`config.mk`:
```
export PLATFORM = sky130hd
export DESIGN_NAME = game_mode_ctrl
export DESIGN_NICKNAME = d
export VERILOG_FILES = /design/src/rtl/game_mode_ctrl.sv
export SDC_FILE = /design/constraint.sdc
export NUM_CORES = 1
export LEC_CHECK = 0
export ABC_AREA = 1
export CAP_MARGIN = 40
export CORE_UTILIZATION = 59
export CTS_CLUSTER_SIZE = 28
export DETAILED_ROUTE_END_ITERATION = 8
export GPL_TIMING_DRIVEN = 0
export PLACE_DENSITY_LB_ADDON = 0.05
export SLEW_MARGIN = 20
export SYNTH_ARGS = -nofsm -noshare
export SYNTH_HDL_FRONTEND = slang
export SYNTH_SLANG_ARGS = --single-unit
```
`constraint.sdc`:
```
create_clock -name clk -period 2.8 [get_ports clk]
set_clock_uncertainty 0.05 [all_clocks]
set_input_delay 0.42 -clock clk [delete_from_list [all_inputs] [get_ports clk]]
set_output_delay 0.42 -clock clk [all_outputs]
set_load 0.05 [all_outputs]
```
`src/rtl/game_mode_ctrl.sv`:
```
// rtl/game_mode_ctrl.sv - key debounce, IDLE/PLAY/PAUSE/OVER mode FSM, lives and pixel source select
// Optional feature macro: PAUSE_DIM_EN (halve each RGB565 field of game_rgb while paused)
module game_mode_ctrl #(
    parameter int NUM_KEYS         = 4,
    parameter int DEBOUNCE_CYCLES  = 500000,
    parameter int RGB_W            = 16,
    parameter int LIVES            = 3,
    parameter int OVER_HOLD_FRAMES = 120
) (
    input  logic                         clk,
    input  logic                         reset,
    input  logic [NUM_KEYS-1:0]          key_in,
    input  logic                         frame_tick,
    input  logic                         lose,
    input  logic                         win,
    input  logic [RGB_W-1:0]             start_rgb,
    input  logic [RGB_W-1:0]             game_rgb,
    input  logic [RGB_W-1:0]             over_rgb,
    output logic [NUM_KEYS-1:0]          key_flag,
    output logic [NUM_KEYS-1:0]          game_key,
    output logic                         game_en,
    output logic                         game_rst,
    output logic                         serve,
    output logic [$clog2(LIVES+1)-1:0]   lives,
    output logic                         won,
    output logic [1:0]                   mode,
    output logic [RGB_W-1:0]             rgb_out,
    output logic [NUM_KEYS-1:0]          key_level
);

    localparam int LW     = $clog2(LIVES + 1);
    localparam int CNT_W  = (DEBOUNCE_CYCLES > 1) ? $clog2(DEBOUNCE_CYCLES) : 1;
    localparam int HOLD_W = $clog2(OVER_HOLD_FRAMES + 1);

    localparam logic [CNT_W-1:0]    CNT_LAST   = CNT_W'(DEBOUNCE_CYCLES - 1);
    localparam logic [HOLD_W-1:0]   HOLD_LAST  = HOLD_W'(OVER_HOLD_FRAMES - 1);
    localparam logic [LW-1:0]       LIVES_INIT = LW'(LIVES);
    localparam logic [LW-1:0]       LIVES_ONE  = LW'(1);
    localparam logic [NUM_KEYS-1:0] FWD_MASK   = ~(NUM_KEYS'(1));

    typedef enum logic [1:0] {
        IDLE  = 2'd0,
        PLAY  = 2'd1,
        PAUSE = 2'd2,
        OVER  = 2'd3
    } mode_e;

    logic [NUM_KEYS-1:0] sync1_q, sync2_q;
    logic [NUM_KEYS-1:0] level_q, key_flag_q;
    logic [CNT_W-1:0]    cnt_q [NUM_KEYS];

    mode_e               mode_q, mode_d;
    logic [LW-1:0]       lives_q, lives_d;
    logic                won_q, won_d;
    logic [HOLD_W-1:0]   hold_q, hold_d;
    logic                game_rst_q, game_rst_d;
    logic                serve_q, serve_d;

    // Keys idle high, so the synchronisers reset to the released level.
    always_ff @(posedge clk) begin
        if (reset) begin
            sync1_q    <= '1;
            sync2_q    <= '1;
            level_q    <= '0;
            key_flag_q <= '0;
            for (int i = 0; i < NUM_KEYS; i++) begin
                cnt_q[i] <= '0;
            end
        end else begin
            sync1_q <= key_in;
            sync2_q <= sync1_q;
            for (int i = 0; i < NUM_KEYS; i++) begin
                key_flag_q[i] <= 1'b0;
                if (~sync2_q[i] == level_q[i]) begin
                    cnt_q[i] <= '0;
                end else if (cnt_q[i] == CNT_LAST) begin
                    cnt_q[i]      <= '0;
                    level_q[i]    <= ~level_q[i];
                    key_flag_q[i] <= ~level_q[i];
                end else begin
                    cnt_q[i] <= cnt_q[i] + 1'b1;
                end
            end
        end
    end

    always_ff @(posedge clk) begin
        if (reset) begin
            mode_q     <= IDLE;
            lives_q    <= '0;
            won_q      <= 1'b0;
            hold_q     <= '0;
            game_rst_q <= 1'b0;
            serve_q    <= 1'b0;
        end else begin
            mode_q     <= mode_d;
            lives_q    <= lives_d;
            won_q      <= won_d;
            hold_q     <= hold_d;
            game_rst_q <= game_rst_d;
            serve_q    <= serve_d;
        end
    end

    always_comb begin
        mode_d     = mode_q;
        lives_d    = lives_q;
        won_d      = won_q;
        hold_d     = hold_q;
        game_rst_d = 1'b0;
        serve_d    = 1'b0;
        case (mode_q)
            IDLE: begin
                if (key_flag_q[0]) begin
                    mode_d     = PLAY;
                    lives_d    = LIVES_INIT;
                    won_d      = 1'b0;
                    game_rst_d = 1'b1;
                end
            end
            PLAY: begin
                // lose outranks win, which outranks the pause key
                if (lose) begin
                    if (lives_q <= LIVES_ONE) begin
                        lives_d = '0;
                        won_d   = 1'b0;
                        hold_d  = '0;
                        mode_d  = OVER;
                    end else begin
                        lives_d = lives_q - 1'b1;
                        serve_d = 1'b1;
                    end
                end else if (win) begin
                    won_d  = 1'b1;
                    hold_d = '0;
                    mode_d = OVER;
                end else if (key_flag_q[0]) begin
                    mode_d = PAUSE;
                end
            end
            PAUSE: begin
                if (key_flag_q[0]) begin
                    mode_d = PLAY;
                end
            end
            OVER: begin
                if (frame_tick) begin
                    if (hold_q == HOLD_LAST) begin
                        hold_d = '0;
                        mode_d = IDLE;
                    end else begin
                        hold_d = hold_q + 1'b1;
                    end
                end
            end
            default: mode_d = IDLE;
        endcase
    end

    // Pixel select stays combinational so it lines up with the incoming pixel.
    always_comb begin
        rgb_out = start_rgb;
        case (mode_q)
            IDLE:  rgb_out = start_rgb;
            PLAY:  rgb_out = game_rgb;
`ifdef PAUSE_DIM_EN
            PAUSE: rgb_out = {1'b0, game_rgb[15:12], 1'b0, game_rgb[10:6], 1'b0, game_rgb[4:1]};
`else
            PAUSE: rgb_out = game_rgb;
`endif
            OVER:  rgb_out = over_rgb;
            default: rgb_out = start_rgb;
        endcase
    end

    assign game_en   = (mode_q == PLAY);
    assign game_key  = game_en ? (key_flag_q & FWD_MASK) : '0;
    assign key_flag  = key_flag_q;
    assign key_level = level_q;
    assign game_rst  = game_rst_q;
    assign serve     = serve_q;
    assign lives     = lives_q;
    assign won       = won_q;
    assign mode      = mode_q;

endmodule

```
## Word level (Yosys, flattened, before mapping)

Memory sizes are Yosys's and may differ from the RTL's.
Index checks and enable logic that the tools add are counted.

- Register bits after elaboration: 30
- RAM bits: 76
- Input bits: 57
- Output and inout bits: 36
- Logic and storage cells: 179
- Memories kept: 1

- $add $sub $neg: 6
- Magnitude comparators: 1
- Eq/ne operators: 20
- Multiplexer cells: 85
- Bitwise logic cells: 31
- Reductions and logical operators: 19

Memory list:

| name | words | bits a word | rd ports | clocked after memory_dff | write ports | RTL line | text |
|---|---|---|---|---|---|---|---|
| cnt_q | 4 | 19 | 4 | 0 | 4 | 50 | `logic [CNT_W-1:0] cnt_q [NUM_KEYS];` |

Operator list:

| operator | number |
|---|---|
| 19-bit 2-to-1 mux | 12 |
| 19-bit by 1-bit adder with 19-bit output (second input constant) | 4 |
| 19-bit == test (second input constant) | 4 |
| 1-bit 2-to-1 mux | 52 |
| 16-bit one-hot mux with 3 select lines | 1 |
| 7-bit 2-to-1 mux | 5 |
| 2-bit 2-to-1 mux | 10 |
| 1-bit NOT | 19 |
| 3-bit OR reduction | 5 |
| 7-bit one-hot mux with 2 select lines | 1 |
| 1-bit OR | 12 |
| 2-bit inequality test (second input constant) | 4 |
| 2-bit AND reduction | 4 |
| 4-bit AND reduction | 2 |
| 7-bit by 1-bit adder with 7-bit output (second input constant) | 1 |
| 7-bit == test (second input constant) | 1 |
| 2-bit one-hot mux with 3 select lines | 1 |
| 2-bit OR reduction | 3 |
| 5-bit AND reduction | 1 |
| 1-bit == test | 4 |
| 2-bit == test (second input constant) | 2 |
| 4-bit 2-to-1 mux | 1 |
| 4-bit by 3-bit inequality test with 1-bit output (second input constant) | 1 |
| 2-bit one-hot mux with 2 select lines | 1 |
| other kinds (10) | 11 |

## Depth between registers and ports, before layout

Gate-level depths: netlist of the first run.

- Word-level depth: 8
- Gate-level depth with buffers: 10
- Depth with buffers taken out: 10

## Least setup slack after synthesis of the first run

Ideal clock, no wire load.

- Path type: reg2out
- Start: register mode_q[0] (netlist: mode[0])
- End: output rgb_out[3]
- Arrival: 2.476 ns
- Required time: 2.330 ns
- Setup slack: -0.146 ns
- Stages on the path, launching flop included: 7
- Buffers on the path: 2
- Cell sequence: dfxtp_1 > inv_1 > ha_1 > clkbuf_1 > clkbuf_1 > nand2_1 > a21oi_1

- Word-level cells in the longest chain between the ends: 3
- Elaborated cells on any way between the ends: 6
- Classes of those cells: eq/ne: 3; mux: 1; reduce/logical: 2

Ends and longest elaborated chain:

| what | RTL line | text |
|---|---|---|
| start: declaration | 52 | `mode_e mode_q, mode_d;` |
| start signal: assignment | 96 | `mode_q <= mode_d;` |
| 2-bit by 1-bit == test with 1-bit output or 2-bit == test (tied branches) | 163 | `case (mode_q)` |
| 2-bit OR reduction (no source line) | n/a |  |
| 16-bit one-hot mux with 3 select lines (*) | 163 |  |
| end: declaration | 27 | `output logic [RGB_W-1:0] rgb_out,` |

Mark *: on every way between the ends. The rest lies on a longest branch, timed or not.

## Worst setup path in the final report of the first run

- Start: register mode_q[1] (netlist: mode[1])
- End: output game_key[1]

- Word-level cells in the longest chain between the ends: 2

Ends and longest elaborated chain:

| what | RTL line | text |
|---|---|---|
| 2-bit by 1-bit == test with 1-bit output | 176 | `assign game_en = (mode_q == PLAY);` |
| 4-bit 2-to-1 mux | 177 | `assign game_key = game_en ? (key_flag_q & FWD_MASK) : '0;` |
| end: declaration | 20 | `output logic [NUM_KEYS-1:0] game_key,` |

No other way between the ends.

==> results of run 1 <==
## synth_stat cells
master	n
nand3_1	46
nand2_2	5
a21boi_0	1
dfxtp_1	30
or2_1	1
edfxtp_1	76
nor2_2	5
inv_1	83
nor3_1	17
xor2_1	31
buf_2	2
nor3_2	5
or2_0	4
nand3b_1	6
nor2_4	2
nor3_4	1
nand3_2	5
inv_2	3
xnor2_1	5
nand2_4	2
or2_2	12
buf_4	3
conb_1	2
a31oi_1	1
clkbuf_1	7
nor2_1	157
nand2_1	175
ha_1	10
a21oi_1	65
nand4_1	16
buf_6	3
o21ai_0	14
## cells by family after synthesis
family	Yosys count
buffers and inverters	101
DFF	106
other	2
and+or+nand+nor	459
xor gates and xnor gates	36
adders and majority gates	10
AOI/OAI and AO/OA	81
## sequential cells by signal, indices dropped and copies added (netlist names)
| name | count |
|---|---|
| cnt_q | 76 |
| game_rst | 1 |
| hold_q | 7 |
| key_flag | 4 |
| key_level | 4 |
| lives | 2 |
| mode | 2 |
| serve | 1 |
| sync1_q | 4 |
| sync2_q | 4 |
| won | 1 |
## per-stage QoR
stage | std cells | total power (W)
after global placement | 1096 | 0.00327
after CTS | 1111 | 0.00433
after floorplan | 870 | 0.00285
after detailed placement | 1096 | 0.00331
final | 1111 | 0.00432
after global routing | 1111 | 0.00450
## worst register-to-register path, cell delays in order, from the launching register on
cell,delay [ns]
edfxtp_1,0.40
ha_1,0.23
nand3_2,0.15
nor3_2,0.34
nand2_2,0.13
nand2_4,0.14
buf_6,0.16
nor2_1,0.05
## power by group through the flow
stage | Clock, W | Combinational, W | Sequential [W]
2_1_floorplan | 0 | 0.000990 | 0.00186
3_3_place_gp | 0 | 0.00143 | 0.00184
3_5_place_dp | 0 | 0.00146 | 0.00185
4_1_cts | 0.00113 | 0.00139 | 0.00181
5_1_grt | 0.00117 | 0.00150 | 0.00183
6_report | 0.00111 | 0.00140 | 0.00182
## final cells by class
cell class                 instances  area (um^2)  share of cell area (%)
inverter                          86          323                    4.14
timing repair buffer              90          853                    10.9
multi-input combinational        663         3240                    41.5
clock buffer                      10          128                    1.64
sequential                       106         2880                    37.0
buffer                            14         96.3                    1.24
tap                              136          170                    2.18
clock inverter                     6          105                    1.35
## layer usage
| layer | vias up | wire (um) |
|---|---|---|
| li1 | 2854 | - |
| met4 | 0 | 209 |
| met5 | - | 0 |
| met1 | 2573 | 5860 |
| met3 | 19 | 766 |
| met2 | 162 | 6990 |
## how the worst min path moves through the flow
| stage | start | endpoint | cells after the start |
|---|---|---|---|
| after floorplan | sync1_q[0]$_SDFF_PP1_ | sync2_q[0]$_SDFF_PP1_ | 1 |
| after global placement | sync1_q[0]$_SDFF_PP1_ | sync2_q[0]$_SDFF_PP1_ | 1 |
| after detailed placement | sync1_q[2]$_SDFF_PP1_ | sync2_q[2]$_SDFF_PP1_ | 1 |
| after CTS | sync1_q[2]$_SDFF_PP1_ | sync2_q[2]$_SDFF_PP1_ | 1 |
| after global routing | sync1_q[2]$_SDFF_PP1_ | sync2_q[2]$_SDFF_PP1_ | 1 |
| final | sync1_q[2]$_SDFF_PP1_ | sync2_q[2]$_SDFF_PP1_ | 1 |
==> results.py, run 1 <==
metrics = {
    "cts": {
        "cts.hold.buffers_added": 0,
        "post_cts_buffers": 0,
        "cts.reportedPaths.clkPinSlew_ns": 0.09,
        "numCtsBuffers": 9,
        "ctsResizeCount": 68,
        "clk_latency_ns": 0.38,
        "cts_tree": "done",
        "cts_max_path_buffers": 2,
        "cts_max_level": 3,
        "clock-sinks": 106,
        "cts-root-buf": "clkbuf_8",
    },
    "synthesis": {
        "synth-xor-area-share_pct": 5.09,
        "synth.distinct_cells": 32,
        "ys.warnings.count": 0,
        "syn_area_per_cell_um2": 7.79,
        "synth_top_family_by_area": "simple AND/OR/NAND/NOR gates",
        "yosys-top-cells-area": "edfxtp_1, nand2_1, dfxtp_1",
        "ys_seq_area_share_pct": 46.6,
        "synth_seq_cells": 106,
        "synth_top_area_cell": "edfxtp_1",
        "synth_compound_area_share_pct": 6.61,
        "synth_fa_ha_area_share_pct": 2.02,
        "synth.mux.area_fraction_pct": 0,
        "yosys.area_share.simple_pct": 32.9,
        "netlist.area_leader.share_pct": 36.9,
        "synth_area_mm2": 0.00619,
        "synthCells": 795,
    },
    "placement": {
        "dp_worst_setup_slack_ns": -0.248,
        "io_buffers": 90,
        "dp_hpwl_um": 10400,
        "gp_congestion": 0.878,
        "post_dp_cell_area_mm2": 0.00760,
    },
    "power": {
        "p_switching_w": 0.00156,
        "vdd_drop_max_v": 0.000414,
        "p_comb_share_pct": 32.3,
        "clockPowerShare_pct": 25.6,
        "seqPwrFrac_pct": 42.0,
        "sw_frac_of_total_pct": 36.1,
        "p_per_area_mw_per_mm2": 554,
        "p_leak_nw": 3.15,
        "internal_power_w": 0.00276,
    },
    "sta": {
        "tns_ns": 0,
        "max_slew.worst_pin.slew_ns": 0.544,
        "hold_viol": 0,
        "max_freq_ghz": 0.373,
        "setup_slack_ns": 0.120,
        "finalMaxSlewViolations": 0,
        "fin_crit_sh_pct": 95.7,
        "finalCriticalPeriod_ns": 2.68,
        "relSlewSlack_pct": 63.6,
        "hold_ws_ns": 0.367,
        "setup_viol": 0,
    },
    "worst_setup_path": {
        "ff2ff_path_depth": 7,
        "cp_max_fo": 7,
        "end_kind": "primary output",
        "crit_buf_inv": 3,
        "path_depth": 5,
        "startpoint": "mode[1]$_SDFFE_PP0P_",
        "timing.rr.start": "cnt_q[3][0]$_SDFFCE_PN0P_",
        "cp_slowest_stage_delay_ns": 0.79,
        "crit_top_cell": "inv_1",
        "critPathTopFamily": "buffers and inverters",
        "cp.arrival_ns": 2.21,
        "slowest_stage": "clkdlybuf4s50_1",
        "crit_chain": "inv_1, ha_1, nand2_1, inv_1, clkdlybuf4s50_1",
        "required_ns": 2.33,
        "endpoint": "game_key[1]",
        "r2r_slack_ns": 0.90,
        "start_kind": "register",
        "crit-reg2reg-capture": "cnt_q[3][3]$_SDFFCE_PN0P_",
        "path_class": "register to primary output",
    },
    "outcome": {
        "status": "finished clean",
    },
    "global_route": {
        "grt_pass1_wl_um": 23400,
        "globalRouteMet3Util_pct": 4.26,
        "antenna_found_initial": 0,
        "grt_busiest_layer": "met2",
        "grt_pass1_vias": 5390,
        "grt_max_degree": 17,
        "overflow": 0,
        "gr-usage-all-layers_pct": 26.2,
        "grt_use_met1_pct": 31.7,
        "gr-usage-met2_pct": 47.0,
    },
    "min_path": {
        "hp-class": "register to register",
    },
    "die": {
        "rows": 37,
        "dieWidth_um": 104,
        "core_area_mm2": 0.0102,
        "start_util_pct": 60.5,
        "die-area_mm2": 0.0109,
        "die_y_um": 104,
        "ios": 93,
    },
    "finish": {
        "syn2layout_area_growth_pct": 25.9,
        "final_cell_mix": "nand2_1, nor2_1, inv_1",
        "fill_cells": 760,
        "finish.utilization_pct": 76.2,
        "diodes": 0,
        "mostFrequentLayoutCell": "nand2_1",
        "fin_area_mm2": 0.00779,
        "fin_nets": 1037,
        "drive_above_1_share_pct": 9.85,
    },
    "route": {
        "wl_per_cell_um": 12.4,
        "drtIter0Drc": 329,
        "drt_pass1_iterations": 6,
        "vias": 5608,
        "vias_per_cell": 5.05,
        "wl_um": 13800,
        "ant_nets": 0,
        "route.detailed.drc": 0,
    },
    "job": {
        "maxCapViolCount": 0,
    },
}
No activity file was read; power rests on OpenSTA's default activity.
==> run 2: changes to the inputs <==
--- a/config.mk
+++ b/config.mk
@@ -7,6 +7,7 @@
 export LEC_CHECK = 0
 export ABC_AREA = 1
 export CAP_MARGIN = 40
+export CORE_MARGIN = 4
 export CORE_UTILIZATION = 59
 export CTS_CLUSTER_SIZE = 28
 export DETAILED_ROUTE_END_ITERATION = 8
==> results.py, run 2 (same netlist as run 1, synthesis figures left out) <==
metrics = {
    "sta": {
        "rsz0062_at_grt": "no",
        "setup_viol": 0,
        "max_freq_ghz": 0.375,
        "relSlewSlack_pct": 61.7,
        "finalMaxSlewViolations": 0,
        "fin_crit_sh_pct": 95.3,
        "setup_slack_ns": 0.133,
        "max_slew.worst_pin.slew_ns": 0.573,
        "hold_viol": 0,
        "finalCriticalPeriod_ns": 2.67,
    },
    "placement": {
        "io_buffers": 90,
        "dp_worst_setup_slack_ns": -0.252,
        "post_dp_cell_area_mm2": 0.00760,
        "dp_hpwl_um": 11300,
        "gp_congestion": 0.958,
    },
    "die": {
        "start_util_pct": 60.3,
        "rows": 37,
        "die-area_mm2": 0.0122,
        "die_y_um": 110,
        "core_area_mm2": 0.0103,
        "dieWidth_um": 110,
        "ios": 93,
    },
    "worst_setup_path": {
        "crit_buf_inv": 3,
        "path_class": "register to primary output",
        "critPathTopFamily": "buffers and inverters",
        "required_ns": 2.33,
        "start_kind": "register",
        "cp.arrival_ns": 2.20,
        "crit_chain": "inv_1, ha_1, nand2_1, inv_1, clkdlybuf4s50_1",
        "cp_slowest_stage_delay_ns": 0.81,
        "end_kind": "primary output",
        "slowest_stage": "clkdlybuf4s50_1",
        "cp_max_fo": 7,
        "startpoint": "mode[1]$_SDFFE_PP0P_",
        "timing.rr.start": "cnt_q[3][0]$_SDFFCE_PN0P_",
        "crit_top_cell": "inv_1",
    },
    "cts": {
        "cts_max_level": 3,
        "cts_tree": "done",
        "cts.reportedPaths.clkPinSlew_ns": 0.11,
        "clock-sinks": 106,
        "numCtsBuffers": 9,
        "cts-root-buf": "clkbuf_8",
        "post_cts_buffers": 0,
        "cts_max_path_buffers": 2,
        "clk_latency_ns": 0.38,
    },
    "global_route": {
        "grt_pass1_vias": 5663,
        "globalRouteMet3Util_pct": 4.93,
        "overflow": 0,
        "antenna_found_initial": 0,
        "gr-usage-met2_pct": 43.1,
        "grt_max_degree": 19,
        "grt_busiest_layer": "met2",
        "grt_use_met1_pct": 30.9,
        "gr-usage-all-layers_pct": 24.9,
        "grt_pass1_wl_um": 25700,
    },
    "route": {
        "vias": 5664,
        "route.detailed.drc": 0,
        "drt_pass1_iterations": 5,
        "wl_um": 14600,
        "drtIter0Drc": 408,
        "ant_nets": 0,
        "wl_per_cell_um": 13.1,
        "vias_per_cell": 5.10,
    },
    "finish": {
        "fill_cells": 810,
        "fin_nets": 1036,
        "syn2layout_area_growth_pct": 25.5,
        "regArea_mm2": 0.00288,
        "multiInputGateArea_mm2": 0.00324,
        "mostFrequentLayoutCell": "nand2_1",
        "final_cell_mix": "nand2_1, nor2_1, inv_1",
        "diodes": 0,
        "fin_area_mm2": 0.00777,
        "largestRegisters": "cnt_q: 76 flops, hold_q: 7 flops",
        "largest_register_ffs": 76,
        "drive_above_1_share_pct": 10.3,
        "regMostFlops": "cnt_q",
    },
    "power": {
        "vdd_drop_max_v": 0.000352,
        "p_per_area_mw_per_mm2": 542,
        "p_leak_nw": 3.16,
    },
    "min_path": {
        "hold_start": "sync1_q[2]$_SDFF_PP1_",
        "hp-class": "register to register",
    },
    "job": {
        "maxCapViolCount": 0,
    },
    "outcome": {
        "status": "finished clean",
    },
}
run 2: cell types whose count changed in the layout (fill, tap and decap cells not counted), sizes merged:
cell | before | now
buf | 17 | 14
bufinv | 3 | 1
clkbuf | 18 | 19
clkdlybuf4s50 | 74 | 73
clkinv | 2 | 3
clkinvlp | 1 | 0
dlymetal6s2s | 0 | 1
inv | 86 | 89
run 2: layout make-up:
type	count	share of cell area, %
clock inverters	7	0.966
plain buffers	13	1.19
repair buffers	90	11.1
flip-flops and latches	106	37.1
clock buffers	9	1.59
multi-input cells	663	41.7
inverters	86	4.16
well taps	136	2.19
run 2: power breakdown:
group	internal (W)	total (W)	switching [W]	leakage, nW
clock network	0.000422	0.000971	0.000549	0.106
logic	0.000439	0.00143	0.000987	2.03
registers	0.00175	0.00181	0.0000693	1.03
run 2: per-stage QoR:
stage | total power [W] | util [%] | hold WS [ns] | instances | setup TNS (ns)
after global placement | 0.00328 | 74.0 | 0.345 | 1096 | -1.60
after CTS | 0.00420 | 75.5 | 0.375 | 1111 | 0
after global routing | 0.00444 | 75.6 | 0.384 | 1110 | 0
after detailed placement | 0.00332 | 74.0 | 0.349 | 1096 | -2.45
final | 0.00421 | 75.6 | 0.372 | 1110 | 0
after floorplan | 0.00285 | - | 0.339 | 870 | 0
run 2: routing by layer:
layer  routed length [um]  part of all wire (%)
met5                    0                     0
met4                  342                   2.3
met2                 7330                    50
met1                 6170                    42
met3                  720                   4.9
run 2: path summary, 6_finish.rpt:
kind	end	slack (ns)	cells after the start
max	game_key[3]	0.13	5
min	sync2_q[2]$_SDFF_PP1_	0.37	1
max reg2reg	cnt_q[3][9]$_SDFFCE_PN0P_	0.90	7
min reg2reg	sync2_q[2]$_SDFF_PP1_	0.37	1
run 2: timing repair:
| action | in CTS | in global routing |
|---|---|---|
| resized for setup | 70 | 13 |
| gates cloned | 0 | 0 |
| hold buffers | 0 | 0 |
| setup endpoints to repair | 16 | 17 |
| hold endpoints to repair | 0 | 0 |
run 2: worst register-to-register path, delay by kind of cell (launching register included):
kind / cells / cell delay (ns)
buffers and inverters: 1 / 0.16
AND/OR/NAND/NOR: 5 / 0.80
adder cells (fa/ha/maj): 1 / 0.24
flip-flops: 1 / 0.41
